--- config.mk ---
export PLATFORM = sky130hd
export DESIGN_NAME = cfg_regbank_wdt
export DESIGN_NICKNAME = d
export VERILOG_FILES = /design/src/rtl/cfg_regbank_wdt.sv
export SDC_FILE = /design/constraint.sdc
export NUM_CORES = 1
export LEC_CHECK = 0
export BUFFER_PORTS_ARGS = -buffer_cell sky130_fd_sc_hd__buf_2
export CORE_ASPECT_RATIO = 0.6
export CORE_UTILIZATION = 50
export DETAILED_ROUTE_END_ITERATION = 6
export GPL_ROUTABILITY_DRIVEN = 0
export HOLD_SLACK_MARGIN = 0.02
export PLACE_DENSITY = 0.75
export SYNTH_ARGS = -nofsm -noshare
export SYNTH_HDL_FRONTEND = slang
export SYNTH_SLANG_ARGS = --single-unit
--- constraint.sdc ---
create_clock -name clk -period 5.19 [get_ports clk]
set_input_delay 0.2595 -clock clk [delete_from_list [all_inputs] [get_ports clk]]
set_output_delay 0.2595 -clock clk [all_outputs]
set_load 0.005 [all_outputs]
--- src/rtl/cfg_regbank_wdt.sv ---
// cfg_regbank_wdt: word-addressed configuration register bank with per-channel
// divider factors and a reloadable watchdog timer with sticky timeout status.
module cfg_regbank_wdt #(
   parameter int          NUM_DIV = 4,
   parameter int          DATA_W  = 32,
   parameter logic [31:0] DIV_RST = 32'hFF,
   parameter int          WDT_W   = 16
) (
   input  logic                      clk,
   input  logic                      rst_n,
   input  logic                      req,
   input  logic                      we,
   input  logic [7:0]                addr,
   input  logic [31:0]               wdata,
   output logic                      ack,
   output logic [31:0]               rdata,
   output logic [NUM_DIV*DATA_W-1:0] div_factor,
   output logic [NUM_DIV-1:0]        div_wr_stb,
   output logic                      heartbeat,
   output logic                      timeout
);
   localparam logic [5:0] IDX_CTRL = 6'd0;
   localparam logic [5:0] IDX_STAT = 6'd1;
   localparam logic [5:0] IDX_LOAD = 6'd2;
   localparam logic [5:0] IDX_CNT  = 6'd3;
   localparam logic [5:0] IDX_DIV0 = 6'd4;

   logic [5:0]         word_idx;
   logic               wr;
   logic               ctrl_wr;
   logic               stat_wr;
   logic               load_wr;
   logic [NUM_DIV-1:0] div_hit;
   logic [DATA_W-1:0]  div_q [NUM_DIV];
   logic [WDT_W-1:0]   load_q;
   logic [WDT_W-1:0]   count_q;
   logic [WDT_W-1:0]   count_d;
   logic               en_q;
   logic               en_d;
   logic               timeout_q;
   logic               timeout_d;
   logic               kick;
   logic               en_rise;
   logic               wdt_fire;
   logic               ack_q;
   logic [31:0]        rdata_q;
   logic [31:0]        rd_word;
   logic [NUM_DIV-1:0] stb_q;
   logic               hb_q;
   logic               unused_bits;

   assign word_idx    = addr[7:2];
   assign unused_bits = ^{addr[1:0], wdata};
   assign wr          = req & we;
   assign ctrl_wr     = wr & (word_idx == IDX_CTRL);
   assign stat_wr     = wr & (word_idx == IDX_STAT);
   assign load_wr     = wr & (word_idx == IDX_LOAD);

   for (genvar gi = 0; gi < NUM_DIV; gi++) begin : g_div
      assign div_hit[gi] = (word_idx == IDX_DIV0 + 6'(gi));
      assign div_factor[gi*DATA_W +: DATA_W] = div_q[gi];
   end

   always_comb begin
      rd_word = '0;
      case (word_idx)
         IDX_CTRL: rd_word[1]         = en_q;
         IDX_STAT: rd_word[0]         = timeout_q;
         IDX_LOAD: rd_word[WDT_W-1:0] = load_q;
         IDX_CNT:  rd_word[WDT_W-1:0] = count_q;
         default:  ;
      endcase
      for (int i = 0; i < NUM_DIV; i++) begin
         if (div_hit[i]) rd_word[DATA_W-1:0] = div_q[i];
      end
   end

   // Kick and enable-rise both reload; kick beats a coincident expiry, and a
   // timeout set beats a coincident write-one-to-clear.
   always_comb begin
      en_d      = ctrl_wr ? wdata[1] : en_q;
      kick      = ctrl_wr & wdata[0];
      en_rise   = en_d & ~en_q;
      wdt_fire  = 1'b0;
      count_d   = count_q;
      if (kick || en_rise) begin
         count_d = load_q;
      end else if (en_q) begin
         if (load_q == '0) begin
            count_d = '0;
         end else if (count_q == '0) begin
            wdt_fire = 1'b1;
            count_d  = load_q;
         end else begin
            count_d = count_q - WDT_W'(1);
         end
      end
      timeout_d = timeout_q;
      if (stat_wr && wdata[0]) timeout_d = 1'b0;
      if (wdt_fire)            timeout_d = 1'b1;
   end

   always_ff @(posedge clk) begin
      if (!rst_n) begin
         ack_q     <= 1'b0;
         rdata_q   <= '0;
         stb_q     <= '0;
         hb_q      <= 1'b0;
         en_q      <= 1'b0;
         count_q   <= '0;
         load_q    <= '0;
         timeout_q <= 1'b0;
         for (int i = 0; i < NUM_DIV; i++) div_q[i] <= DIV_RST[DATA_W-1:0];
      end else begin
         ack_q     <= req;
         rdata_q   <= (req && !we) ? rd_word : '0;
         stb_q     <= div_hit & {NUM_DIV{wr}};
         hb_q      <= kick;
         en_q      <= en_d;
         count_q   <= count_d;
         timeout_q <= timeout_d;
         if (load_wr) load_q <= wdata[WDT_W-1:0];
         for (int i = 0; i < NUM_DIV; i++) begin
            if (wr && div_hit[i]) div_q[i] <= wdata[DATA_W-1:0];
         end
      end
   end

   assign ack        = ack_q;
   assign rdata      = rdata_q;
   assign div_wr_stb = stb_q;
   assign heartbeat  = hb_q;
   assign timeout    = timeout_q;
endmodule

==> run summary, run 1 <==
Initial Utilization - 52.18%
Power Density - 317.8 nW/um^2
Critical Path RT - 5.32 ns
Crit path cell chain - buf_2 -> nor4b_2 -> nand2_1 -> or2_1 -> o21ai_4 -> buf_4
Clock-pin slew on the worst setup and hold paths - 0.07 ns
Leak Pwr - 4.212 nW
Routed length per instance - 22.42 um
Cells after synthesis - 689
CTS Hold Buffers Added - 0
Fin Setup TNS - 0 ns
Post-Synth Adder-Cell Area - 0.2901%
Final setup violation count - 0
Synth Area in Simple Gates - 18.64%
Status - finished, final reports clean
Layout Nets - 926
Vias in the first global route - 6,224
Final hold slack - 0.1217 ns
Fillcell total - 1,329
Seq/Total Area, Yosys - 61.27%
Synth Area per Inst - 12.52 um^2
P&R area growth vs syn - 21.47%
Clock Sink Count - 200
Cell area after placement - 9874 um^2
CTS Buf Count - 17
Netlist Area Pre-Place - 8626 um^2
First-pass iteration count of the detailed router - 5
Cell taking the most area after synthesis - edfxtp_1
Ys async rst share - 0%
Main combinational cell family by area after synthesis - simple AND/OR/NAND/NOR gates
Design Area, Final - 10,480 um^2
Synth Net Count - 735
Final Slew Violations - 0
Top cells by count, synth - edfxtp_1 (128), and2_1 (101), dfxtp_1 (72)
Fmax - 0.3394 GHz
Hold Fails Final Rpt - 0
Multiplexer share of the synthesized area - 8.413%
Crit. End Element - flop
Initial DRC count - 837
Synth area leaders - edfxtp_1 (45%), dfxtp_1 (17%), and2_1 (7.3%), mux4_2 (4.2%), mux2i_1 (2.7%)
# DRC - 0
Antenna violations before repair - 0
Yosys cell types - 58
RSZ-0062 raised after global routing - false
Worst Path Arrival - 3.08 ns
IO Port Bufs - 208
Footprint of the multi-input gates - 3173 um^2
CP top delay family - simple AND/OR/NAND/NOR gates
Hold Crit Start - wdata[2]
Post-synth top flop - edfxtp_1
Largest net degree at the start of global routing - 37
CP max-delay cell - o21ai_4
H-tree levels - 4
Critical Path Start Type - input pin
Postcts setup bufs - 0
Clk Latency, worst-skew pair - 0.42 ns
Final WL - 25,130 um
Synth warnings - 0
Die Wd - 171.6 um
Complex-gate fraction of the synthesized area - 7.949%
Total Power - 3.330 mW
Worst-Margin Slew - 1.234 ns
CP Class - input pin to flop
DP HPWL - 16,900 um
Period utilisation layout - 56.77%
Max VDD drop - 211.1 uV
CTS max path bufs - 2
Share of post-route cells with drive strength above 1 - 33.03%
Critical Path Max Stage Delay - 0.89 ns
Clk root buf - clkbuf_16
Post-synth EDFFs - 128
GRT overflow - 0
Post-synthesis register bit count - 200
Post_cts resized - 0
Max Cap Violations - 0
Rows - 36
Routed vias/inst - 5.962
Total global-route track usage - 28.70%
Hold WC Path Type - input pin to flop
Slew Limit Headroom - 17.46%
Core footprint - 16,530 um^2
CTS tree - done
Area fraction of the dominant cell type after synthesis - 44.56%
I/O pin count - 211
Register area - 5285 um^2
CP max FO - 24
Routed via count - 6,683
Min Tclk post-route - 2.947 ns
CP bufs+invs - 2
Crit path from - addr[5]
Full die area - 17,800 um^2
Clock skew - 0.01200 ns
First-pass GRT wire length - 37,470 um
Number of antenna diodes - 0
Top-count cell post-synth - edfxtp_1
Worst r2r src - count_q[0]
Synth Area in XOR/XNOR - 0.8123%
Antenna Nets Post-Route - 0
Die Span Y - 103.7 um
==> worst min-delay path: stages <==
cell	delay, ns
buf_2	0.11
mux2i_1	0.07
nor2_1	0.07
==> cell usage in the layout (no fill, tap or decap), types with 3 or more instances in the layout <==
cell | netlist | routed
a222oi_1 | 10 | 10
buf_4 | 0 | 7
o21ai_4 | 0 | 4
nand4_1 | 5 | 5
nor4_1 | 5 | 5
edfxtp_1 | 128 | 128
and2_1 | 101 | 101
nor2b_1 | 3 | 3
a31oi_1 | 6 | 6
xnor2_1 | 7 | 7
clkinv_4 | 0 | 3
or3_1 | 33 | 33
mux2_2 | 12 | 12
nor2_2 | 1 | 4
nand2_1 | 26 | 26
o22ai_1 | 5 | 5
nor2_1 | 38 | 35
inv_6 | 0 | 4
o21ai_0 | 15 | 11
inv_8 | 0 | 3
a21oi_1 | 32 | 32
clkbuf_16 | 0 | 17
nand3_1 | 6 | 6
dfxtp_1 | 72 | 72
mux2i_1 | 23 | 23
and3_1 | 19 | 19
a22oi_1 | 26 | 26
nor3_1 | 6 | 6
buf_2 | 14 | 208
nand2b_1 | 5 | 5
mux4_2 | 16 | 16
inv_1 | 9 | 9
==> cells by family after synthesis <==
kind of cell | after synthesis
flops | 200
compound gates | 104
simple gates | 271
mux | 51
xor+xnor | 8
buf+inv | 53
fa+ha+maj | 2
==> routing by layer <==
metal	vias up	wire (um)	global-route usage (%)
met5	-	0	0
met4	0	444	8.355
met3	33	2761	6.763
met2	431	10880	40.98
met1	3269	11040	43.19
li1	2950	-	-
==> per-stage QoR <==
step / setup slack (ns) / util (%) / std cells
2_1_floorplan: 1.135 / - / 689
3_3_place_gp: 1.976 / 59.73 / 1089
3_5_place_dp: 1.850 / 59.73 / 1089
4_1_cts: 2.316 / 63.38 / 1121
5_1_grt: 2.189 / 63.38 / 1121
6_report: 2.243 / 63.38 / 1121
==> worst paths after layout <==
check	endpoint	slack, ns	depth (start not counted)
max	div_q[2][8]	2.24	6
min	load_q[2]	0.12	3
max reg2reg	count_q[4]	2.65	7
min reg2reg	count_q[11]	0.50	2
==> power breakdown <==
group | total, mW | internal [mW] | switching [mW] | leakage, nW
Clock | 1.35 | 0.697 | 0.653 | 0.295
Combinational | 0.204 | 0.0819 | 0.122 | 2.10
Sequential | 1.78 | 1.74 | 0.0336 | 1.81
Total | 3.33 | 2.52 | 0.809 | 4.21
==> area by class of cell <==
cell class,count,share of cell area (%)
Sequential cell,200,50.44
Multi-Input combinational cell,436,30.28
Timing Repair Buffer,215,10.44
Clock buffer,18,4.096
Tap cell,228,2.723
Clock inverter,14,1.660
Inverter,10,0.3583
==> flip-flops by register name (all words and copies together), names as in the netlist, 4 cells and up <==
name,count
div_wr_stb,4
rdata,32
count_q,16
load_q,16
div_q,128
Power figures use the tool's default switching activity.
==> run 2: changes to the inputs <==
CORE_UTILIZATION = 48   (was 50)
PLACE_DENSITY = 0.76   (was 0.75)
clock period = 2.4 ns   (was 5.19 ns; I/O delays follow)
==> run summary, run 2 (synthesized netlist as in run 1, its figures left out) <==
Full die area - 18,530 um^2 (+4.1%)
Clock skew - 0.01276 ns (+0.0007529 ns)
Clock-pin slew on the worst setup and hold paths - 0.07 ns (about the same)
# DRC - 0 (unchanged)
Slew Limit Headroom - 54.66% (+37 points)
Postcts setup bufs - 0 (unchanged)
GRT overflow - 0 (unchanged)
First-pass iteration count of the detailed router - 5 (unchanged)
Total Power - 7.315 mW (+120%)
Die Wd - 175.1 um (+2.0%)
Critical Path Max Stage Delay - 0.46 ns (-0.43 ns)
I/O pin count - 211 (unchanged)
Worst Path Arrival - 2.54 ns (-0.54 ns)
Top reg by flops - div_q
Fin Setup TNS - 0 ns (unchanged)
CP max-delay cell - nor4b_1
CTS tree - done
Max Cap Violations - 0 (unchanged)
Routed vias/inst - 5.788 (-2.9%)
Pint - 5.580 mW (+120%)
Worst-Margin Slew - 0.6748 ns (-0.5587 ns)
DP HPWL - 17,960 um (+6.3%)
Switching share of power - 23.71% (-0.57 points)
Reg power frac - 52.5% (-0.8 points)
CP Class - flop to flop
Crit path cell chain - inv_1 -> ha_1 -> nor4b_1 -> nand4_2 -> o21ai_2 -> buf_4 -> nand2_1 -> a21oi_1
CP bufs+invs - 2 (unchanged)
Final WL - 25,760 um (+2.5%)
Critical Path RT - 2.75 ns (-2.57 ns)
Hold WC Path Type - input pin to flop
Clk root buf - clkbuf_16
Hold Fails Final Rpt - 0 (unchanged)
IO Port Bufs - 208 (unchanged)
First-pass GRT wire length - 38,370 um (+2.4%)
Most frequent cells in the layout - buf_2 (208), edfxtp_1 (128), and2_1 (101)
Crit. End Element - flop
Layout Nets - 986 (+6.5%)
Cell area after placement - 10,190 um^2 (+3.2%)
Max VDD drop - 406.5 uV (+93%)
CP max FO - 6 (-75%)
Share of post-route cells with drive strength above 1 - 34.63% (+1.6 points)
Initial Utilization - 49.69% (-2.5 points)
Register area - 5285 um^2 (unchanged)
Leak Pwr - 4.510 nW (+7.1%)
Die Span Y - 105.8 um (+2.0%)
Initial DRC count - 674 (-19%)
Fmax - 0.4563 GHz
CP top delay family - simple AND/OR/NAND/NOR gates
Number of antenna diodes - 0 (unchanged)
RSZ-0062 raised after global routing - false
Commonest non-fill, non-tap cell in the layout - buf_2
Final Slew Violations - 0 (unchanged)
Routed via count - 6,870 (+2.8%)
H-tree levels - 4 (unchanged)
Footprint of the multi-input gates - 3179 um^2 (+0.20%)
Antenna violations before repair - 0 (unchanged)
Largest net degree at the start of global routing - 35 (-5.4%)
Core footprint - 17,360 um^2 (+5.0%)
Clock Power Share - 40.8% (+0.3 points)
Total global-route track usage - 28.02% (-0.68 points)
Final setup violation count - 0 (unchanged)
Fillcell total - 1,379 (+3.8%)
Status - finished, final reports clean
Clock Sink Count - 200 (unchanged)
Design Area, Final - 11,070 um^2 (+5.6%)
Period utilisation layout - 91.32%
Max FFs per register - 128 (unchanged)
Routed length per instance - 21.70 um (-3.2%)
Vias in the first global route - 6,447 (+3.6%)
Power Density - 661.0 nW/um^2 (+110%)
Gate power share - 6.8% (+0.7 points)
Antenna Nets Post-Route - 0 (unchanged)
P&R area growth vs syn - 28.29%
CTS Buf Count - 17 (unchanged)
Final hold slack - 0.02738 ns (-0.09429 ns)
Clk Latency, worst-skew pair - 0.43 ns (about the same)
Rows - 37 (+2.8%)
CTS max path bufs - 2 (unchanged)
Critical Path Start Type - flop
Min Tclk post-route - 2.192 ns
NetSw - 1.734 mW (+110%)
==> run 2: cell types whose count changed in the layout (fill, tap and decap cells not counted), moves of 3 or more <==
cell,delta
buf_12,+4
buf_4,+31
dlygate4sd3_1,+25
inv_6,-3
==> run 2: area by class of cell <==
cell class | count | share of cell area [%]
clock buffer | 18 | 3.878
timing repair buffer | 275 | 14.97
clock inverter | 14 | 1.673
multi-input combinational | 436 | 28.73
sequential | 200 | 47.76
inverter | 10 | 0.3392
tap | 234 | 2.646
==> run 2: path summary, 6_finish.rpt <==
check,start,endpoint,slack (ns),cells after the start
setup / recovery,count_q[0],count_q[7],0.21,8
hold / removal,wdata[14],load_q[14],0.03,3
setup reg to reg,count_q[0],count_q[7],0.21,8
hold reg to reg,load_q[11],count_q[11],0.50,2
==> run 2: what timing repair did <==
action,in CTS,in global routing
endpoints found under the hold margin,83,0
setup endpoints to repair,0,12
hold buffers,25,0
gates resized for setup,0,1
==> run 2: stage by stage <==
step | std cells | setup slack (ns) | utilization [%]
floorplan | 689 | 0.1759 | -
global placement | 1130 | 0.1436 | 58.72
detailed placement | 1130 | 0.06389 | 58.72
CTS | 1187 | 0.08062 | 63.70
global route | 1187 | 0.09385 | 63.74
finish | 1187 | 0.2083 | 63.74
==> run 2: worst reg2reg max path, stage by stage (launching register included) <==
cell and delay, ns:
dfxtp_1 0.32, inv_1 0.11, ha_1 0.18, nor4b_1 0.46, nand4_2 0.25, o21ai_2 0.40
buf_4 0.22, nand2_1 0.05, a21oi_1 0.13
==> run 2: per-layer routing <==
| layer | up-vias | track usage [%] | part of all wire [%] |
|---|---|---|---|
| met5 | - | 0 | 0 |
| met1 | 3350 | 41.94 | 45 |
| li1 | 3063 | - | - |
| met4 | 0 | 7.950 | 1.9 |
| met2 | 418 | 39.91 | 42 |
| met3 | 39 | 7.179 | 11 |
==> run 2: power by group through the flow <==
| stage | sequential, mW | clock, mW | combinational, mW |
|---|---|---|---|
| floorplan | 3.91 | 0 | 0.164 |
| global placement | 3.91 | 0 | 0.454 |
| detailed placement | 3.91 | 0 | 0.461 |
| CTS | 3.84 | 3.01 | 0.494 |
| global route | 3.85 | 3.13 | 0.527 |
| finish | 3.84 | 2.98 | 0.495 |
==> run 3: changes to the inputs <==
ABC_AREA = 1   (was unset)
==> run summary, run 3 <==
Max Cap Violations - 0 (unchanged)
Inst Count DP - 1,367 (+21%)
Routed vias/inst - 5.595 (-3.3%)
Top cells by count, synth - nand2_1 (194), nor2_1 (158), edfxtp_1 (128)
Critical Path RT - 2.71 ns (-0.04 ns)
Fmax - 0.4793 GHz (+5.0%)
Final setup violation count - 0 (unchanged)
Full die area - 18,440 um^2 (-0.45%)
Final Slew Violations - 0 (unchanged)
Routed via count - 7,872 (+15%)
CP max FO - 12 (+6)
CTS max path bufs - 2 (unchanged)
Most used cell, CP - nand2_1
Period utilisation layout - 86.93% (-4.4 points)
Post-synth top flop - edfxtp_1
Post-synthesis register bit count - 200 (unchanged)
Crit path cell chain - nor2_1 -> nand2_1 -> nor2_1 -> nand3_1 -> nand3_1 -> nand2_1 -> nand2_1 -> a21oi_1
Crit. End Element - flop
Postcts setup bufs - 0 (unchanged)
Fillcell total - 1,485 (+7.7%)
Top-count cell post-synth - nand2_1
Post_cts resized - 0 (unchanged)
Layout Nets - 1,206 (+22%)
RSZ-0062 raised after global routing - false
Ys async rst share - 0% (unchanged)
Die Span Y - 105.6 um (-0.23%)
Hold Fails Final Rpt - 0 (unchanged)
Total global-route track usage - 29.86% (+1.8 points)
Largest net degree at the start of global routing - 32 (-8.6%)
Design Area, Final - 10,760 um^2 (-2.8%)
Dpl ws - 0.3828 ns (+0.3189 ns)
CTS Hold Buffers Added - 8 (-68%)
Synth area leaders - edfxtp_1 (45%), dfxtp_1 (17%), nand2_1 (8.5%), nor2_1 (6.9%), inv_1 (4.2%)
DP HPWL - 18,740 um (+4.4%)
Cell area after placement - 10,060 um^2 (-1.3%)
Critical Path Start Type - flop
Clock Sink Count - 200 (unchanged)
PnR worst setup slack - 0.3136 ns (+0.1053 ns)
First-pass iteration count of the detailed router - 6 (+1)
I/O pin count - 211 (unchanged)
H-tree levels - 4 (unchanged)
Antenna violations before repair - 0 (unchanged)
# DRC - 0 (unchanged)
Synth Area per Inst - 9.173 um^2 (-27%)
Core footprint - 17,310 um^2 (-0.27%)
Final WL - 27,250 um (+5.8%)
Max FFs per register - 128 (unchanged)
Worst-Margin Slew - 0.6621 ns (-0.01274 ns)
Area fraction of the dominant cell type after synthesis - 44.77% (+0.21 points)
First-pass GRT wire length - 41,270 um (+7.6%)
Clk Latency, worst-skew pair - 0.44 ns (about the same)
Register area - 5285 um^2 (unchanged)
Vias in the first global route - 7,232 (+12%)
Share of post-route cells with drive strength above 1 - 25.49% (-9.1 points)
Number of antenna diodes - 0 (unchanged)
Seq/Total Area, Yosys - 61.56% (+0.29 points)
Clk root buf - clkbuf_16
CP Class - flop to flop
Initial Utilization - 49.59% (-0.098 points)
Synth Net Count - 982 (+34%)
Post-layout util - 62.12% (-1.6 points)
CP max-delay cell - nand3_1
Rows - 37 (unchanged)
Final hold slack - 0.02709 ns (-0.0002898 ns)
Cells after synthesis - 936 (+36%)
Initial DRC count - 889 (+32%)
Top reg by flops - div_q
Hold WC Path Type - input pin to flop
Max VDD drop - 541.8 uV (+33%)
Worst Path Arrival - 2.40 ns (-0.14 ns)
Total Power - 7.148 mW (-2.3%)
Fin Setup TNS - 0 ns (unchanged)
Clock skew - 0.01302 ns (+0.0002649 ns)
Min Tclk post-route - 2.086 ns (-0.1053 ns)
Non-Filler Instances - 1,407 (+19%)
CTS Buf Count - 17 (unchanged)
Cell taking the most area after synthesis - edfxtp_1
Synth warnings - 0 (unchanged)
IO Port Bufs - 208 (unchanged)
CTS tree - done
Power Density - 664.6 nW/um^2 (+0.55%)
Slew Limit Headroom - 55.74% (+1.1 points)
Leak Pwr - 4.638 nW (+2.8%)
Most frequent cells in the layout - buf_2 (208), nand2_1 (194), nor2_1 (157)
Die Wd - 174.7 um (-0.23%)
Clock-pin slew on the worst setup and hold paths - 0.08 ns (about the same)
P&R area growth vs syn - 25.27%
Antenna Nets Post-Route - 0 (unchanged)
Post-synth EDFFs - 128 (unchanged)
GRT overflow - 0 (unchanged)
Yosys cell types - 31 (-47%)
Routed length per instance - 19.37 um (-11%)
Commonest non-fill, non-tap cell in the layout - buf_2
Critical Path Max Stage Delay - 0.43 ns (-0.03 ns)
Netlist Area Pre-Place - 8586 um^2 (-0.46%)
Footprint of the multi-input gates - 2769 um^2 (-13%)
Status - finished, final reports clean
==> run 3: final timing paths <==
check | to | depth (start not counted) | slack [ns] | start
setup / recovery | count_q[9] | 8 | 0.31 | count_q[4]
hold / removal | div_q[1][24] | 3 | 0.03 | wdata[24]
setup reg to reg | count_q[9] | 8 | 0.31 | count_q[4]
hold reg to reg | count_q[1] | 2 | 0.51 | count_q[1]
==> run 3: cell type report <==
type                    instances  share of cell area [%]
clock buffers                  18                   3.990
clock inverters                14                   1.687
inverters                     105                   3.665
multi-input cells             589                   25.74
flip-flops and latches        200                   49.14
well taps                     234                   2.722
repair buffers                247                   13.05
==> run 3: logic make-up after synthesis <==
| family | share of synthesized area (%) |
|---|---|
| and+or+nand+nor | 21.82 |
| adders and majority gates | 0.2914 |
| DFF | 61.56 |
| buffers and inverters | 6.747 |
| xor gates and xnor gates | 0.2041 |
| AOI/OAI and AO/OA | 9.385 |
==> run 3: routing by layer <==
metal  track usage [%]  part of all wire [%]
met4             7.019                   1.2
met3             8.874                    14
met2             43.82                    43
met5                 0                     0
met1             43.29                    42
==> run 3: power breakdown <==
group / switching [mW] / internal (mW) / total, mW / leakage, nW
sequential: 0.0725 / 3.77 / 3.84 / 1.81
clock: 1.48 / 1.42 / 2.90 / 0.289
combinational: 0.254 / 0.152 / 0.406 / 2.53
total: 1.80 / 5.34 / 7.15 / 4.64
==> run 3: worst max-delay path: cells and delay by family (launching register included) <==
kind / cells / cell delay [ns]
simple gates: 7 / 1.52
flops: 1 / 0.38
compound gates: 1 / 0.06
